===== config.mk =====
export PLATFORM = sky130hd
export DESIGN_NAME = add_sub_n_seq
export DESIGN_NICKNAME = d
export VERILOG_FILES = /design/src/rtl/add_sub_n_seq.sv
export SDC_FILE = /design/constraint.sdc
export NUM_CORES = 1
export LEC_CHECK = 0
export BUFFER_PORTS_ARGS = -buffer_cell sky130_fd_sc_hd__buf_2
export CAP_MARGIN = 10
export CORE_AREA = 2 2 101 103
export DETAILED_ROUTE_END_ITERATION = 8
export DIE_AREA = 0 0 103 105
export GPL_TIMING_DRIVEN = 0
export PLACE_DENSITY = 0.47
export SLEW_MARGIN = 0
export SYNTH_ARGS = -nofsm -noshare
export SYNTH_HDL_FRONTEND = slang
export SYNTH_SLANG_ARGS = --single-unit

===== constraint.sdc =====
create_clock -name clk -period 8.6 [get_ports clk]
set_input_delay 1.72 -clock clk [delete_from_list [all_inputs] [get_ports clk]]
set_output_delay 1.72 -clock clk [all_outputs]
set_load 0.05 [all_outputs]

===== src/rtl/add_sub_n_seq.sv =====
// add_sub_n_seq: multi-cycle WIDTH-bit adder/subtractor, CHUNK bits per clock, LSB slice first
// Ports: clk/reset (sync, active-high); in_valid/in_ready accept a, b, sub, cin;
// out_valid/out_ready hand over out, cout, ovf, zr, ng (held while out_valid && !out_ready).
module add_sub_n_seq #(
  parameter int WIDTH = 16,
  parameter int CHUNK = 4
) (
  input  logic             clk,
  input  logic             reset,
  input  logic             in_valid,
  output logic             in_ready,
  input  logic [WIDTH-1:0] a,
  input  logic [WIDTH-1:0] b,
  input  logic             sub,
  input  logic             cin,
  output logic             out_valid,
  input  logic             out_ready,
  output logic [WIDTH-1:0] out,
  output logic             cout,
  output logic             ovf,
  output logic             zr,
  output logic             ng
);
  localparam int NSLICE = WIDTH / CHUNK;
  localparam int IW = NSLICE > 1 ? $clog2(NSLICE) : 1;
  typedef enum logic [1:0] {IDLE, RUN, DONE} state_t;
  state_t state_q, state_d;
  logic [WIDTH-1:0] a_q, b_q, out_q, out_d;
  logic [IW-1:0] idx_q;
  logic carry_q, cout_q, ovf_q, zr_q, ng_q, last;
  logic [CHUNK:0] sum;
  assign last = idx_q == IW'(NSLICE - 1);
  // one CHUNK-bit ripple per cycle; the carry between slices lives in carry_q
  assign sum = {1'b0, a_q[int'(idx_q) * CHUNK +: CHUNK]} + {1'b0, b_q[int'(idx_q) * CHUNK +: CHUNK]} + {{CHUNK{1'b0}}, carry_q};
  always_comb begin
    out_d = out_q;
    out_d[int'(idx_q) * CHUNK +: CHUNK] = sum[CHUNK-1:0];
    state_d = (state_q == IDLE && in_valid) ? RUN :
              (state_q == RUN && last) ? DONE :
              (state_q == DONE && out_ready) ? IDLE : state_q;
  end
  assign in_ready = state_q == IDLE && !reset;
  assign out_valid = state_q == DONE;
  assign out = out_q;
  assign cout = cout_q;
  assign ovf = ovf_q;
  assign zr = zr_q;
  assign ng = ng_q;
  always_ff @(posedge clk) begin
    if (reset) begin
      state_q <= IDLE;
      a_q <= '0;
      b_q <= '0;
      out_q <= '0;
      idx_q <= '0;
      carry_q <= 1'b0;
      cout_q <= 1'b0;
      ovf_q <= 1'b0;
      zr_q <= 1'b0;
      ng_q <= 1'b0;
    end else begin
      state_q <= state_d;
      if (state_q == IDLE && in_valid) begin
        a_q <= a;
        b_q <= b ^ {WIDTH{sub}};
        carry_q <= sub | cin;
        idx_q <= '0;
      end
      if (state_q == RUN) begin
        out_q <= out_d;
        carry_q <= sum[CHUNK];
        idx_q <= idx_q + IW'(1);
        // flags come from the full result including the slice written this cycle
        if (last) begin
          cout_q <= sum[CHUNK];
          ovf_q <= (a_q[WIDTH-1] == b_q[WIDTH-1]) && (out_d[WIDTH-1] != a_q[WIDTH-1]);
          zr_q <= out_d == '0;
          ng_q <= out_d[WIDTH-1];
        end
      end
    end
  end
endmodule


After elaboration in Yosys (flattened, before gate mapping):

Cells that the tools add are included.

* flip-flop bits (word level): 57
* logic and storage cells: 47

* add/subtract/negate cells: 4
* shift operators: 4
* eq/ne operators: 5
* reduce and logical (&&, ||, !) cells: 13
* bitwise gates (word level): 2
* mux-type cells: 8

Operator list (count)
* $neg A4 Y33: 1
* $shift A4 B33 Y16 const A: 1
* $shiftx A4 B33 Y16: 1
* $shiftx A16 B5 Y4: 2
* $bwmux W16: 1
* $logic_not A16 Y1: 1
* $xor A16 B16 Y16: 1
* $mux W2: 4
* $add A4 B4 Y5: 1
* $add A5 B1 Y5: 1
* $logic_and A1 B1 Y1: 5
* $eq A2 B2 Y1 const B: 2
* $reduce_bool A2 Y1: 2
* $mux W1: 3
* $reduce_bool A3 Y1: 1
* $add A2 B1 Y2 const B: 1
* $eq A2 B1 Y1 const B: 1
* $logic_not A2 Y1: 1
* $reduce_and A2 Y1: 1
* $reduce_or A2 Y1: 1
* $eq A1 B1 Y1: 1
* $logic_not A1 Y1: 1
* $ne A1 B1 Y1: 1
* $or A1 B1 Y1: 1

Depth between registers and ports, before layout:

* depth in word-level cells: 7
* mapped depth: 10

Worst setup path before layout:

No wires, ideal clock.

* path type: input to output
* start point: input reset
* end point: output in_ready
* data required time: 6.880 ns
* path slack: 3.791 ns
* arrival: 3.089 ns
* stages on the path: 3
* cell sequence: clkbuf_1 clkbuf_1 nor3_1

* longest elaborated chain between the ends: 2

Ends and longest elaborated chain
* start, declared: RTL line 9 `input logic reset,`
* $logic_not A1 Y1: RTL line 42 `assign in_ready = state_q == IDLE && !reset;`
* $logic_and A1 B1 Y1: RTL line 42
* end, declared: RTL line 11 `output logic in_ready,`

Every way passes these cells.

Worst setup path after layout:

Ends and elaborated chain as after synthesis.

==> reports/summary.json <==
{
  "crit_top_cell": {"value": "sky130_fd_sc_hd__clkbuf_1"},
  "grt_antenna_before_repair": {"value": 0},
  "clockRootBuffer": {"value": "sky130_fd_sc_hd__clkbuf_8"},
  "antenna-diode-count": {"value": 0},
  "cts_inserted_buffers": {"value": 9},
  "layout.filler_cells": {"value": 1075},
  "initial_utilization": {"value": 0.295},
  "clk-insertion-delay-late": {"value": 0.34, "unit": "ns"},
  "detail_route.first_pass.iterations": {"value": 4},
  "grt_start_max_net_pins": {"value": 11},
  "timing.critical_path.fanout_max": {"value": 10},
  "vias": {"value": 2539},
  "max_slew.worst_pin.slew": {"value": 0.692, "unit": "ns"},
  "final_layout_size_suffix_gt1_frac": {"value": 0.241},
  "worst-r2r-cell-count": {"value": 8},
  "wl_met1": {"value": 3.65, "unit": "mm"},
  "grt_setup_unrepaired": {"value": "false"},
  "cts_tree": {"value": "yes"},
  "switch_pwr": {"value": 190, "unit": "uW"},
  "grt_first_pass_wirelength": {"value": 12.6, "unit": "mm"},
  "worst_path_dominant_cell_family": {"value": "buffers and inverters"},
  "cts.htree.levels": {"value": 3},
  "critPathSlowestCell": {"value": "sky130_fd_sc_hd__clkbuf_1"},
  "maxCapViolations": {"value": 0},
  "i_o_pin_cnt": {"value": 60},
  "mappedNetlistArea": {"value": 2850, "unit": "um^2"},
  "finalPower": {"value": 716, "unit": "uW"},
  "hold_path_startpoint": {"value": "a_q[1]"},
  "clock_power_share": {"value": 0.432},
  "min_path_cells": {"value": 2},
  "arrival": {"value": 2.76, "unit": "ns"},
  "final_cell_count_no_fill": {"value": 528},
  "top_layer": {"value": "met4"},
  "power.share.sequential": {"value": 0.399},
  "finalCriticalPeriod": {"value": 4.48, "unit": "ns"},
  "final_antenna_net_count": {"value": 0},
  "synthesis.instances": {"value": 322},
  "drt_first_iter_violations": {"value": 97},
  "timing.critical_path.buf_inv": {"value": 3},
  "path_class": {"value": "in2out"},
  "share_comb_of_total_power": {"value": 0.169},
  "worstHoldEndpoint": {"value": "a_q[1]"},
  "cell_row_count": {"value": 36},
  "skew": {"value": 0.00957, "unit": "ns"},
  "synthesis_stage_register_bit_count": {"value": 57},
  "min_period_over_period": {"value": 0.521},
  "achievable_frequency": {"value": 223, "unit": "MHz"},
  "crit_path_end_kind": {"value": "output pin"},
  "die_h": {"value": 105, "unit": "um"},
  "cts_repair_resize_count": {"value": 0},
  "synth_nets": {"value": 370},
  "post_cts.repair.setup_buffers": {"value": 0},
  "design.die.area": {"value": 10800, "unit": "um^2"},
  "ys_types": {"value": 46},
  "layout.nets": {"value": 438},
  "place_worst_setup_slack": {"value": 4.13, "unit": "ns"},
  "numClockSinks": {"value": 57},
  "main_synth_ff_type": {"value": "sky130_fd_sc_hd__dfxtp_1"},
  "gp_congestion": {"value": 0.819},
  "fin_setup_tns": {"value": 0, "unit": "ns"},
  "wl_met3": {"value": 379, "unit": "um"},
  "detailed_place_hpwl": {"value": 5.85, "unit": "mm"},
  "min_path_type": {"value": "reg2reg"},
  "worst_r2r_endpoint": {"value": "ovf"},
  "report.final.hold_viol_count": {"value": 0},
  "grt_use_total": {"value": 0.152},
  "die_width": {"value": 103, "unit": "um"},
  "p_sw_frac": {"value": 0.265},
  "yosysWarnings": {"value": 0},
  "placed_cells": {"value": 512},
  "avgViaCountPerCell": {"value": 4.81},
  "synthArstFlopShare": {"value": 0},
  "reg2reg_setup_slack": {"value": 5.31, "unit": "ns"},
  "path_cells": {"value": "clkbuf_1, clkbuf_1, nor3_1, buf_2"},
  "drcViolationCount": {"value": 0},
  "cp.required": {"value": 6.88, "unit": "ns"},
  "status": {"value": "complete, no violations"},
  "setup_violators_final": {"value": 0},
  "synth_sequential_area_ratio": {"value": 0.401},
  "clk_transition_reported_paths": {"value": 0.06, "unit": "ns"},
  "cellLeakagePower": {"value": 0.00138, "unit": "uW"},
  "final_critical_path_setup_slack": {"value": 4.12, "unit": "ns"},
  "post_synth.cell_area_avg": {"value": 8.84, "unit": "um^2"},
  "gr-total-overflow": {"value": 0},
  "relative_area_change_from_synthesis_to_final_layout": {"value": 24.5, "unit": "%"},
  "max-slew-margin-rel": {"value": 0.538},
  "p_per_area": {"value": 202, "unit": "nW/um^2"},
  "regToRegStartpoint": {"value": "idx_q[0]"},
  "drt-total-wl": {"value": 7.73, "unit": "mm"},
  "post_route_worst_hold_slack": {"value": 0.454, "unit": "ns"},
  "port-buffer-count": {"value": 57},
  "final-max-slew-violation-count": {"value": 0},
  "worst_path_largest_cell_delay": {"value": 0.52, "unit": "ns"},
  "post_cts_hold_buffer_count": {"value": 0},
  "fp.coreArea": {"value": 9640, "unit": "um^2"},
  "vdd_drop_max": {"value": 0.0000865, "unit": "V"},
  "cp-start-kind": {"value": "input pin"},
  "cell_internal_pwr": {"value": 527, "unit": "uW"},
  "first_global_vias": {"value": 2546},
  "synth_enable_flop_cells": {"value": 0},
  "routed-wl-met2": {"value": 3.59, "unit": "mm"},
  "clockBufferDepth": {"value": 2},
  "avgRoutedWirePerCell": {"value": 14.6, "unit": "um"}
}
## sequential cells by signal, indices dropped and copies added (netlist names)
| name | count |
|---|---|
| state_q | 2 |
| b_q | 16 |
| cout | 1 |
| carry_q | 1 |
| zr | 1 |
| idx_q | 2 |
| ng | 1 |
| a_q | 16 |
| out | 16 |
| ovf | 1 |
## cell type report
type | count | area [um^2] | share of cell area
Multi-Input combinational cell | 233 | 1560 | 0.440
Clock inverter | 5 | 103 | 0.0290
Inverter | 9 | 33.8 | 0.00954
Tap cell | 133 | 166 | 0.0470
Timing Repair Buffer | 57 | 285 | 0.0806
Sequential cell | 57 | 1140 | 0.322
Buffer | 23 | 114 | 0.0322
Clock buffer | 11 | 141 | 0.0399
## power by group through the flow
stage | Combinational (uW) | Sequential (uW) | Clock, uW
2_1_floorplan | 80.9 | 295 | 0
3_3_place_gp | 121 | 291 | 0
3_5_place_dp | 122 | 292 | 0
4_1_cts | 122 | 286 | 316
5_1_grt | 134 | 288 | 331
6_report | 121 | 286 | 309
## metrics by stage
| step | util | area (um^2) |
|---|---|---|
| after floorplan | - | 2850 |
| after global placement | 0.342 | 3300 |
| after detailed placement | 0.342 | 3300 |
| after CTS | 0.367 | 3540 |
| after global routing | 0.367 | 3540 |
| final | 0.367 | 3540 |
## cells in the final DEF, fill, tap and decap left out, drive strengths merged, types with 2 or more instances in the layout
cell / Yosys / layout
mux4: 8 / 8
a211oi: 18 / 18
nor3: 9 / 9
nand4: 6 / 6
a2bb2oi: 2 / 2
a21oi: 34 / 34
nand2: 47 / 47
nor3b: 3 / 3
bufinv: 0 / 3
nand3b: 4 / 4
inv: 9 / 9
nor2: 28 / 28
clkbuf: 9 / 20
nor4bb: 3 / 3
dfxtp: 57 / 57
nor4: 2 / 2
ha: 8 / 8
nand3: 8 / 8
a22oi: 3 / 3
nor2b: 4 / 4
fa: 2 / 2
xnor2: 17 / 17
o21ai: 4 / 4
nand2b: 2 / 2
buf: 14 / 71
or3: 3 / 3
## cell usage after synthesis, types with 4 or more instances
library cell               number  area share
sky130_fd_sc_hd__inv_1          9       0.012
sky130_fd_sc_hd__dfxtp_1       57        0.40
sky130_fd_sc_hd__a211oi_1      18       0.047
sky130_fd_sc_hd__ha_1           8       0.035
sky130_fd_sc_hd__nand2_1       47       0.062
sky130_fd_sc_hd__nor2_1        28       0.037
sky130_fd_sc_hd__buf_2         10       0.018
sky130_fd_sc_hd__nand3b_1       4       0.011
sky130_fd_sc_hd__nor3_1         9       0.016
sky130_fd_sc_hd__nand3_1        8       0.014
sky130_fd_sc_hd__clkbuf_1       9       0.012
sky130_fd_sc_hd__o21ai_0        4      0.0070
sky130_fd_sc_hd__a21oi_1       33       0.058
sky130_fd_sc_hd__mux4_2         8       0.063
sky130_fd_sc_hd__nor2b_1        4      0.0088
sky130_fd_sc_hd__nand4_1        6       0.013
sky130_fd_sc_hd__xnor2_1       17       0.052
## logic make-up (layout without fill, tap and decap cells)
family,Yosys count,count (layout),synth area share
flops,57,57,0.401
compound gates,72,72,0.166
fa+ha+maj,10,10,0.0493
buf+inv,32,105,0.0519
simple gates,126,126,0.216
xor+xnor,17,17,0.0523
mux,8,8,0.0633
## layer usage
metal / vias up / track usage
met4: 0 / 0.0536
li1: 1285 / -
met2: 59 / 0.244
met1: 1184 / 0.199
met5: - / 0
met3: 11 / 0.0348
## worst register-to-register path: stages, from the launching register on
cell and delay, ns:
sky130_fd_sc_hd__dfxtp_1 0.40, sky130_fd_sc_hd__buf_2 0.22, sky130_fd_sc_hd__buf_2 0.36, sky130_fd_sc_hd__mux4_2 0.59, sky130_fd_sc_hd__fa_1 0.46, sky130_fd_sc_hd__and3_1 0.22, sky130_fd_sc_hd__nor3_1 0.46, sky130_fd_sc_hd__o311ai_0 0.22
sky130_fd_sc_hd__a311oi_1 0.27
## worst max-delay path by stage
stage / startpoint / to / slack [ns] / depth (start not counted)
after detailed placement: reset / in_ready / 4.13 / 4
after floorplan: reset / in_ready / 3.79 / 3
final: reset / in_ready / 4.12 / 4
after CTS: reset / in_ready / 4.12 / 4
after global routing: reset / in_ready / 4.07 / 4
after global placement: reset / in_ready / 4.09 / 4
Note: power is estimated with default switching activity, not from simulation.
